==> src/rtl/multi_channel_cache_profiler_pkg.sv <==
// Shared types and helpers for the multi-channel cache profiler.
// Field and mode encodings match the software-visible readout map.
package profiler_pkg;

    localparam int FIELD_W = 2;

    typedef enum logic [FIELD_W-1:0] {
        EVENTS      = 2'd0,
        BUSY_CYC    = 2'd1,
        EPISODES    = 2'd2,
        MAX_EPISODE = 2'd3
    } field_e;

    typedef enum logic {
        MODE_EDGE  = 1'b0,
        MODE_LEVEL = 1'b1
    } mode_e;

    // Increment within a cnt_w-bit range, either sticking at all-ones or wrapping to 0.
    function automatic logic [63:0] sat_inc(input logic [63:0] val, input int cnt_w,
                                            input bit saturate);
        logic [63:0] ones;
        ones = (cnt_w >= 64) ? '1 : ((64'd1 << cnt_w) - 64'd1);
        if (val != ones) return val + 64'd1;
        return saturate ? ones : '0;
    endfunction

endpackage

==> src/rtl/multi_channel_cache_profiler_if.sv <==
// Control, event and readout bundle between the cache side and the profiler.
// The master modport belongs to whoever drives the profiler; slave is the profiler.
interface multi_channel_cache_profiler_if #(
    parameter int NUM_CH = 4,
    parameter int CNT_W  = 32
);
    logic              enable;
    logic              clear;
    logic              snapshot;
    logic [NUM_CH-1:0] mode;
    logic [NUM_CH-1:0] event_i;
    logic [NUM_CH-1:0] busy_i;
    logic [3:0]        rd_ch;
    logic [1:0]        rd_field;
    logic [CNT_W-1:0]  rd_data;
    logic [NUM_CH-1:0] ovf;

    modport master (
        output enable, clear, snapshot, mode, event_i, busy_i, rd_ch, rd_field,
        input  rd_data, ovf
    );

    modport slave (
        input  enable, clear, snapshot, mode, event_i, busy_i, rd_ch, rd_field,
        output rd_data, ovf
    );
endinterface

==> src/rtl/multi_channel_cache_profiler_channel.sv <==
// One profiler channel: edge registers, four live counters, running busy length,
// sticky overflow and the four-entry snapshot bank.
module profiler_channel
    import profiler_pkg::*;
#(
    parameter int CNT_W    = 32,
    parameter bit SATURATE = 1'b1
) (
    input  logic                  clk,
    input  logic                  rst,
    input  logic                  enable,
    input  logic                  clear,
    input  logic                  snapshot,
    input  logic                  first_cyc,
    input  mode_e                 mode,
    input  logic                  event_i,
    input  logic                  busy_i,
    output logic [3:0][CNT_W-1:0] bank_o,
    output logic                  ovf_o
);

    logic                  event_q, busy_q;
    logic [3:0][CNT_W-1:0] cnt_q, cnt_d, bank_q;
    logic [CNT_W-1:0]      cur_len_q, cur_len_d;
    logic                  ovf_q, ovf_d;
    logic                  ev_hit, busy_hit, ep_hit;

    function automatic logic [CNT_W-1:0] inc(input logic [CNT_W-1:0] v);
        return CNT_W'(sat_inc(64'(v), CNT_W, SATURATE));
    endfunction

    // Edges are masked on the first cycle after reset so an input already high is not counted.
    assign ev_hit   = enable & ((mode == MODE_LEVEL) ? event_i
                                                     : (event_i & ~event_q & ~first_cyc));
    assign busy_hit = enable & busy_i;
    assign ep_hit   = busy_hit & ~busy_q & ~first_cyc;

    always_comb begin
        // NOTE: every output of this block gets a default first, so no path infers a latch.
        cnt_d     = cnt_q;
        cur_len_d = cur_len_q;
        ovf_d     = ovf_q;
        if (ev_hit) begin
            cnt_d[EVENTS] = inc(cnt_q[EVENTS]);
            ovf_d         = ovf_d | (&cnt_q[EVENTS]);
        end
        if (busy_hit) begin
            cnt_d[BUSY_CYC] = inc(cnt_q[BUSY_CYC]);
            ovf_d           = ovf_d | (&cnt_q[BUSY_CYC]);
        end
        if (ep_hit) begin
            cnt_d[EPISODES] = inc(cnt_q[EPISODES]);
            ovf_d           = ovf_d | (&cnt_q[EPISODES]);
        end
        if (!busy_i)     cur_len_d = '0;
        else if (enable) cur_len_d = inc(cur_len_q);
        // The maximum follows an episode while it is still running.
        if (cur_len_d > cnt_q[MAX_EPISODE]) cnt_d[MAX_EPISODE] = cur_len_d;
        if (clear) begin
            cnt_d     = '0;
            cur_len_d = '0;
            ovf_d     = 1'b0;
        end
    end

    always_ff @(posedge clk or negedge rst) begin
        if (!rst) begin
            // NOTE: the bank is only four registers and must read 0 after reset, so it is reset too.
            event_q   <= 1'b0;
            busy_q    <= 1'b0;
            cnt_q     <= '0;
            cur_len_q <= '0;
            ovf_q     <= 1'b0;
            bank_q    <= '0;
        end else begin
            // NOTE: non-blocking so the bank below captures cnt_q as it stood before this edge.
            event_q   <= event_i;
            busy_q    <= busy_i;
            cnt_q     <= cnt_d;
            cur_len_q <= cur_len_d;
            ovf_q     <= ovf_d;
            if (snapshot) bank_q <= cnt_q;
        end
    end

    assign bank_o = bank_q;
    assign ovf_o  = ovf_q;

endmodule

==> src/rtl/multi_channel_cache_profiler.sv <==
// Top of the multi-channel cache profiler: NUM_CH channel instances, the
// post-reset edge mask and the registered snapshot readout mux.
module multi_channel_cache_profiler
    import profiler_pkg::*;
#(
    parameter int NUM_CH   = 4,
    parameter int CNT_W    = 32,
    parameter bit SATURATE = 1'b1
) (
    input logic                          clk,
    input logic                          rst,
    multi_channel_cache_profiler_if.slave bus
);

    logic                               first_q;
    logic [NUM_CH-1:0][3:0][CNT_W-1:0]  bank;
    logic [NUM_CH-1:0]                  ovf_w;
    logic [CNT_W-1:0]                   rd_data_q, rd_data_d;

    for (genvar g = 0; g < NUM_CH; g++) begin : g_ch
        profiler_channel #(
            .CNT_W   (CNT_W),
            .SATURATE(SATURATE)
        ) u_ch (
            .clk      (clk),
            .rst      (rst),
            .enable   (bus.enable),
            .clear    (bus.clear),
            .snapshot (bus.snapshot),
            .first_cyc(first_q),
            .mode     (mode_e'(bus.mode[g])),
            .event_i  (bus.event_i[g]),
            .busy_i   (bus.busy_i[g]),
            .bank_o   (bank[g]),
            .ovf_o    (ovf_w[g])
        );
    end

    // Unselected or out-of-range channels read as 0.
    always_comb begin
        rd_data_d = '0;
        for (int c = 0; c < NUM_CH; c++) begin
            if (bus.rd_ch == 4'(c)) rd_data_d = bank[c][bus.rd_field];
        end
    end

    always_ff @(posedge clk or negedge rst) begin
        if (!rst) begin
            first_q   <= 1'b1;
            rd_data_q <= '0;
        end else begin
            first_q   <= 1'b0;
            rd_data_q <= rd_data_d;
        end
    end

    assign bus.rd_data = rd_data_q;
    assign bus.ovf     = ovf_w;

endmodule

==> src/flat_wrapper.sv <==
// flat-port wrapper written by rule: the top's interface ports become plain ports
module multi_channel_cache_profiler_flat import profiler_pkg::*;
#(
    parameter int NUM_CH   = 4,
    parameter int CNT_W    = 32,
    parameter bit SATURATE = 1'b1
)
  (clk, rst, bus_enable, bus_clear, bus_snapshot, bus_mode, bus_event_i, bus_busy_i, bus_rd_ch, bus_rd_field, bus_rd_data, bus_ovf);
  multi_channel_cache_profiler_if #(.NUM_CH(NUM_CH), .CNT_W(CNT_W)) bus_i ();
  input logic clk;
  input logic rst;
  input wire logic [$bits(bus_i.enable)-1:0] bus_enable;
  input wire logic [$bits(bus_i.clear)-1:0] bus_clear;
  input wire logic [$bits(bus_i.snapshot)-1:0] bus_snapshot;
  input wire logic [$bits(bus_i.mode)-1:0] bus_mode;
  input wire logic [$bits(bus_i.event_i)-1:0] bus_event_i;
  input wire logic [$bits(bus_i.busy_i)-1:0] bus_busy_i;
  input wire logic [$bits(bus_i.rd_ch)-1:0] bus_rd_ch;
  input wire logic [$bits(bus_i.rd_field)-1:0] bus_rd_field;
  output wire logic [$bits(bus_i.rd_data)-1:0] bus_rd_data;
  output wire logic [$bits(bus_i.ovf)-1:0] bus_ovf;
  assign bus_i.enable = bus_enable;
  assign bus_i.clear = bus_clear;
  assign bus_i.snapshot = bus_snapshot;
  assign bus_i.mode = bus_mode;
  assign bus_i.event_i = bus_event_i;
  assign bus_i.busy_i = bus_busy_i;
  assign bus_i.rd_ch = bus_rd_ch;
  assign bus_i.rd_field = bus_rd_field;
  assign bus_rd_data = bus_i.rd_data;
  assign bus_ovf = bus_i.ovf;
  multi_channel_cache_profiler #(.NUM_CH(NUM_CH), .CNT_W(CNT_W), .SATURATE(SATURATE)) u_core (.clk(clk), .rst(rst), .bus(bus_i));
endmodule
==> config.mk <==
export PLATFORM = sky130hd
export DESIGN_NAME = multi_channel_cache_profiler_flat
export DESIGN_NICKNAME = d
export VERILOG_FILES = /design/src/rtl/multi_channel_cache_profiler_pkg.sv /design/src/rtl/multi_channel_cache_profiler_if.sv /design/src/rtl/multi_channel_cache_profiler_channel.sv /design/src/rtl/multi_channel_cache_profiler.sv /design/src/flat_wrapper.sv
export SDC_FILE = /design/constraint.sdc
export NUM_CORES = 2
export LEC_CHECK = 0
export ABC_AREA = 1
export CAP_MARGIN = 0
export CORE_UTILIZATION = 40
export DETAILED_ROUTE_END_ITERATION = 16
export PLACE_DENSITY = 0.54
export SLEW_MARGIN = 15
export SYNTH_ARGS = -nofsm -noshare
export SYNTH_HDL_FRONTEND = slang
export SYNTH_SLANG_ARGS = --single-unit
==> constraint.sdc <==
create_clock -name clk -period 2.9 [get_ports clk]
set_input_delay 0.29 -clock clk [delete_from_list [all_inputs] [get_ports clk]]
set_output_delay 0.29 -clock clk [all_outputs]
set_load 0.01 [all_outputs]
==> results.md <==
- The total nets after synthesis is 9215.
- The slew at the pin with the worst max-slew slack is 0.917 ns.
- The kind of critical path is flip-flop to flip-flop.
- Counting every instance in the synthesized netlist gives 9048.
- Global routing finished with a remaining overflow of 0.
- The area growth from synthesis to layout is 22.9%.
- Dividing the detail-routed wire length by the instance count gives 20.2 um.
- The maximum root-to-sink buffer count is 3.
- The checks that failed: negative setup slack.
- The most used flip-flop cell after synthesis is sky130_fd_sc_hd__dfrtp_1.
- The max-cap violation count is 0.
- The source of the worst register-to-register timing path is u_core.g_ch[1].u_ch.cur_len_q[1].
- STA puts the critical path data required time at 3.61 ns.
- Summing all non-filler instances in the final layout gives an area of 82500 sq um.
- The shortest clock period the worst path allows after layout is 3.15 ns.
- STA classifies the critical path startpoint as a flip-flop.
- Summed over all instances, the cell type with the most area after synthesis is sky130_fd_sc_hd__dfrtp_1.
- The first global-routing pass estimated 366 mm of wire.
- Using the TritonRoute via totals, the vias-per-cell ratio works out to 5.29.
- The count of pins on the block boundary is 59.
- The remaining design rule violation count is 0.
- The detailed-route wire length is 239 mm.
- From bottom edge to top edge, the die measures 412 um.
- After synthesis, the cell types taking the most area are sky130_fd_sc_hd__dfrtp_1 45%, sky130_fd_sc_hd__nand2_1 12%, sky130_fd_sc_hd__o21ai_0 7.3%.
- The leading cell type in the layout, fill and taps excluded is sky130_fd_sc_hd__nand2_1.
- The critical path capture point type is a flip-flop.
- The pre-antenna-repair detailed-routing pass consisted of 6 iterations.
- The async set-reset flop share out of synthesis is 100%.
- The initial antenna violation count came to 9.
- The met3 wire length is 12.9 mm.
- The largest driver fanout on the critical path is 7.
- The weighted congestion reported at the end of routability-driven placement is 0.951.
- The starting density of the core is 40.5%.
- The count of buffers added on input and output ports is 58.
- The number of failing hold endpoints at the final stage is 0.
- Cells fill 49.8% of the core in the end.
- The initialized floorplan defines 149 standard-cell rows.
- The floorplan step defined a die boundary enclosing 169000 sq um.
- The root buffer cell is sky130_fd_sc_hd__clkbuf_16.
- The final worst clock skew is 0.0286 ns.
- The standby leakage power is 38.3 nW.
- The wire length on met1 is 112 mm.
- The flop-to-flop setup slack is -0.25 ns.
- Summed over its instances, the top area cell type makes up 44.6% of the synthesized netlist area.
- Setup violations remaining at the end of the flow were counted as 128.
- Based on the critical path, the design can be clocked at up to 0.318 GHz.
- The share of the clock period used by the worst path is 109%.
- Leaving out fill and tap cells, the most frequent cells in the layout are 1956 x sky130_fd_sc_hd__nand2_1, 1188 x sky130_fd_sc_hd__dfrtp_1, 1038 x sky130_fd_sc_hd__inv_1.
- TritonCTS built the clock tree.
- The first routing iteration left 5450 violations.
- The final route contains 62643 vias.
- The total CTS buffers is 142.
- For this design, the sink count on the clock tree is 1197.
- The worst IR drop on VDD is 0.498 mV.
- The mean instance size in the synthesized netlist is 7.42 sq um.
- The final HPWL from detailed placement is 175 mm.
- The area of the core is 166000 sq um.
- The insertion delay of the later-clocked pin in the worst-skew pair is 0.79 ns.
- Power spread over the standard cell area amounts to 483 nW/um^2.
- Summing all placed instances gives a cell area of 73800 sq um.
- The number of filler cells placed in the layout is 16188.
- The horizontal die dimension is 412 um.
- After synthesis the cells add up to 67100 sq um.
- The relative max-transition margin is 38.8%.
- For this run, the number of Yosys warnings is 0.
- After clock tree synthesis, the clock-pin slew on the worst setup and hold paths is 0.06 ns.
- The worst setup slack after layout is -0.247 ns.
- The final layout net count is 9703.
- Entering global routing, the biggest net connects 140 pins.
- The number of global-route vias before repair was 60290.
- The number of synthesized flops with an enable pin is 0.
- Setup repair after global routing could not meet its margin everywhere.
- The total met2 wirelength after detailed routing is 108 mm.
- The run finished, with violations left.
- After synthesis the netlist holds a flip-flop and latch count of 1197.
- The launch point of the critical path is u_core.g_ch[1].u_ch.cur_len_q[1].
- The share of final-layout standard cells stronger than drive strength 1 is 17.3%.
- The number of pins with negative max-slew slack in the final report is 0.
- The path class of the tightest hold or removal check is primary input to asynchronous set/reset pin.
- The highest layer touched by signal routing is met5.
- The number of nets still failing antenna checks after routing is 0.
- The total number of H-tree levels is 4.
- The sequential element share of the synthesized area is 44.6%.
- The total negative slack is -21.78 ns.
- Global routing used 27.9% of the available tracks across all layers.
- The distinct cell type count after synthesis is 61.
- At the worst endpoint, the arrival time is 3.86 ns.
timing repair:
item	4_1_cts	5_1_grt
cloned	16	8
pin swaps	98	207
endpoints found under the setup margin	128	130
hold buffers	5	0
hold endpoints to repair	557	0
resized for setup	358	416
setup buffers	52	31
worst max-delay path, stage by stage (launching register included):
cell                      delay (ns)
sky130_fd_sc_hd__dfrtp_1        0.40
sky130_fd_sc_hd__ha_2           0.20
sky130_fd_sc_hd__inv_2          0.07
sky130_fd_sc_hd__nor2_4         0.04
sky130_fd_sc_hd__nand2_2        0.09
sky130_fd_sc_hd__inv_2          0.06
sky130_fd_sc_hd__nand4_1        0.08
sky130_fd_sc_hd__buf_6          0.14
sky130_fd_sc_hd__buf_8          0.13
sky130_fd_sc_hd__buf_6          0.10
sky130_fd_sc_hd__nand3_2        0.07
sky130_fd_sc_hd__nand2_2        0.08
sky130_fd_sc_hd__inv_2          0.05
sky130_fd_sc_hd__ha_4           0.25
sky130_fd_sc_hd__nand2_2        0.05
sky130_fd_sc_hd__nor2_2         0.12
sky130_fd_sc_hd__nand4_1        0.20
sky130_fd_sc_hd__nor2_4         0.17
sky130_fd_sc_hd__nand4_1        0.11
sky130_fd_sc_hd__nand2_2        0.13
sky130_fd_sc_hd__buf_12         0.13
sky130_fd_sc_hd__buf_8          0.11
sky130_fd_sc_hd__buf_8          0.13
sky130_fd_sc_hd__nand3_2        0.06
sky130_fd_sc_hd__nand2_1        0.10
Yosys cell counts, drive strengths merged (5+ instances only):
cell       n
xor2     176
o21a       9
ha       144
a31oi      5
nor2     920
xnor2     39
nor3     214
buf      178
nand3    665
clkbuf   211
o211ai    18
o21bai     5
dfrtp   1196
nand2   2194
nor3b     12
a22o      13
or2       41
a21oi    614
o22ai      7
a311o     23
inv     1106
nand4    156
and2       7
mux2      28
and3       7
nand3b    29
nor4       7
o21ai    995
final cells by class:
| type | instances | area [sq um] | area share (%) |
|---|---|---|---|
| sequential | 1197 | 30000 | 36.3 |
| clock inverter | 52 | 773 | 0.937 |
| timing repair buffer | 733 | 7020 | 8.51 |
| inverter | 1110 | 4230 | 5.13 |
| antenna | 1 | 2.50 | 0.00303 |
| multi-input combinational | 6352 | 33600 | 40.8 |
| clock buffer | 199 | 4110 | 4.99 |
| tap | 2189 | 2740 | 3.32 |
metrics by stage:
stage	hold WS, ns	cells	total power, W	setup WS (ns)
global route	0.0660	11832	0.0410	-0.447
floorplan	-0.00559	9048	0.0188	0.0181
global placement	0.247	11482	0.0204	-0.317
detailed placement	0.246	11482	0.0204	-0.369
finish	0.0600	11833	0.0398	-0.247
CTS	0.0313	11805	0.0399	-0.170
registers in the layout, summed over array words and instances, names as in the netlist:
signal                      cells
u_core.g_ch.u_ch.event_q        4
u_core.first_q                  1
u_core.g_ch.u_ch.busy_q         4
u_core.g_ch.u_ch.bank_o       512
u_core.g_ch.u_ch.cnt_q        512
u_core.bus.rd_data             32
u_core.g_ch.u_ch.ovf_o          4
u_core.g_ch.u_ch.cur_len_q    128
layer usage:
| metal | global-route usage [%] | vias up |
|---|---|---|
| met3 | 4.33 | 339 |
| met1 | 40.0 | 30411 |
| met5 | 0 | - |
| li1 | - | 30297 |
| met2 | 43.0 | 1586 |
| met4 | 8.51 | 10 |
cell families after synthesis:
family	synth area share (%)
flops	44.6
xor+xnor	2.80
fa+ha+maj	2.68
mux	0.470
compound gates	13.2
other cells	0.00559
buf+inv	8.81
simple gates	27.4
where the power goes:
part	total, W	internal [W]	switching [W]
Combinational	0.00357	0.00121	0.00236
Sequential	0.0173	0.0170	0.000243
Clock	0.0190	0.0113	0.00771
final timing paths:
check	end	cells past startpoint
max	u_core.g_ch[1].u_ch.cnt_q[97]	24
min	u_core.g_ch[0].u_ch.cnt_q[89]	2
max reg2reg	u_core.g_ch[1].u_ch.cnt_q[97]	24
min reg2reg	u_core.g_ch[2].u_ch.cnt_q[3]	2
max in group asynchronous	u_core.g_ch[1].u_ch.cur_len_q[2]	3
min in group clk	u_core.g_ch[2].u_ch.event_q	1
Note: power is estimated with default switching activity, not from simulation.
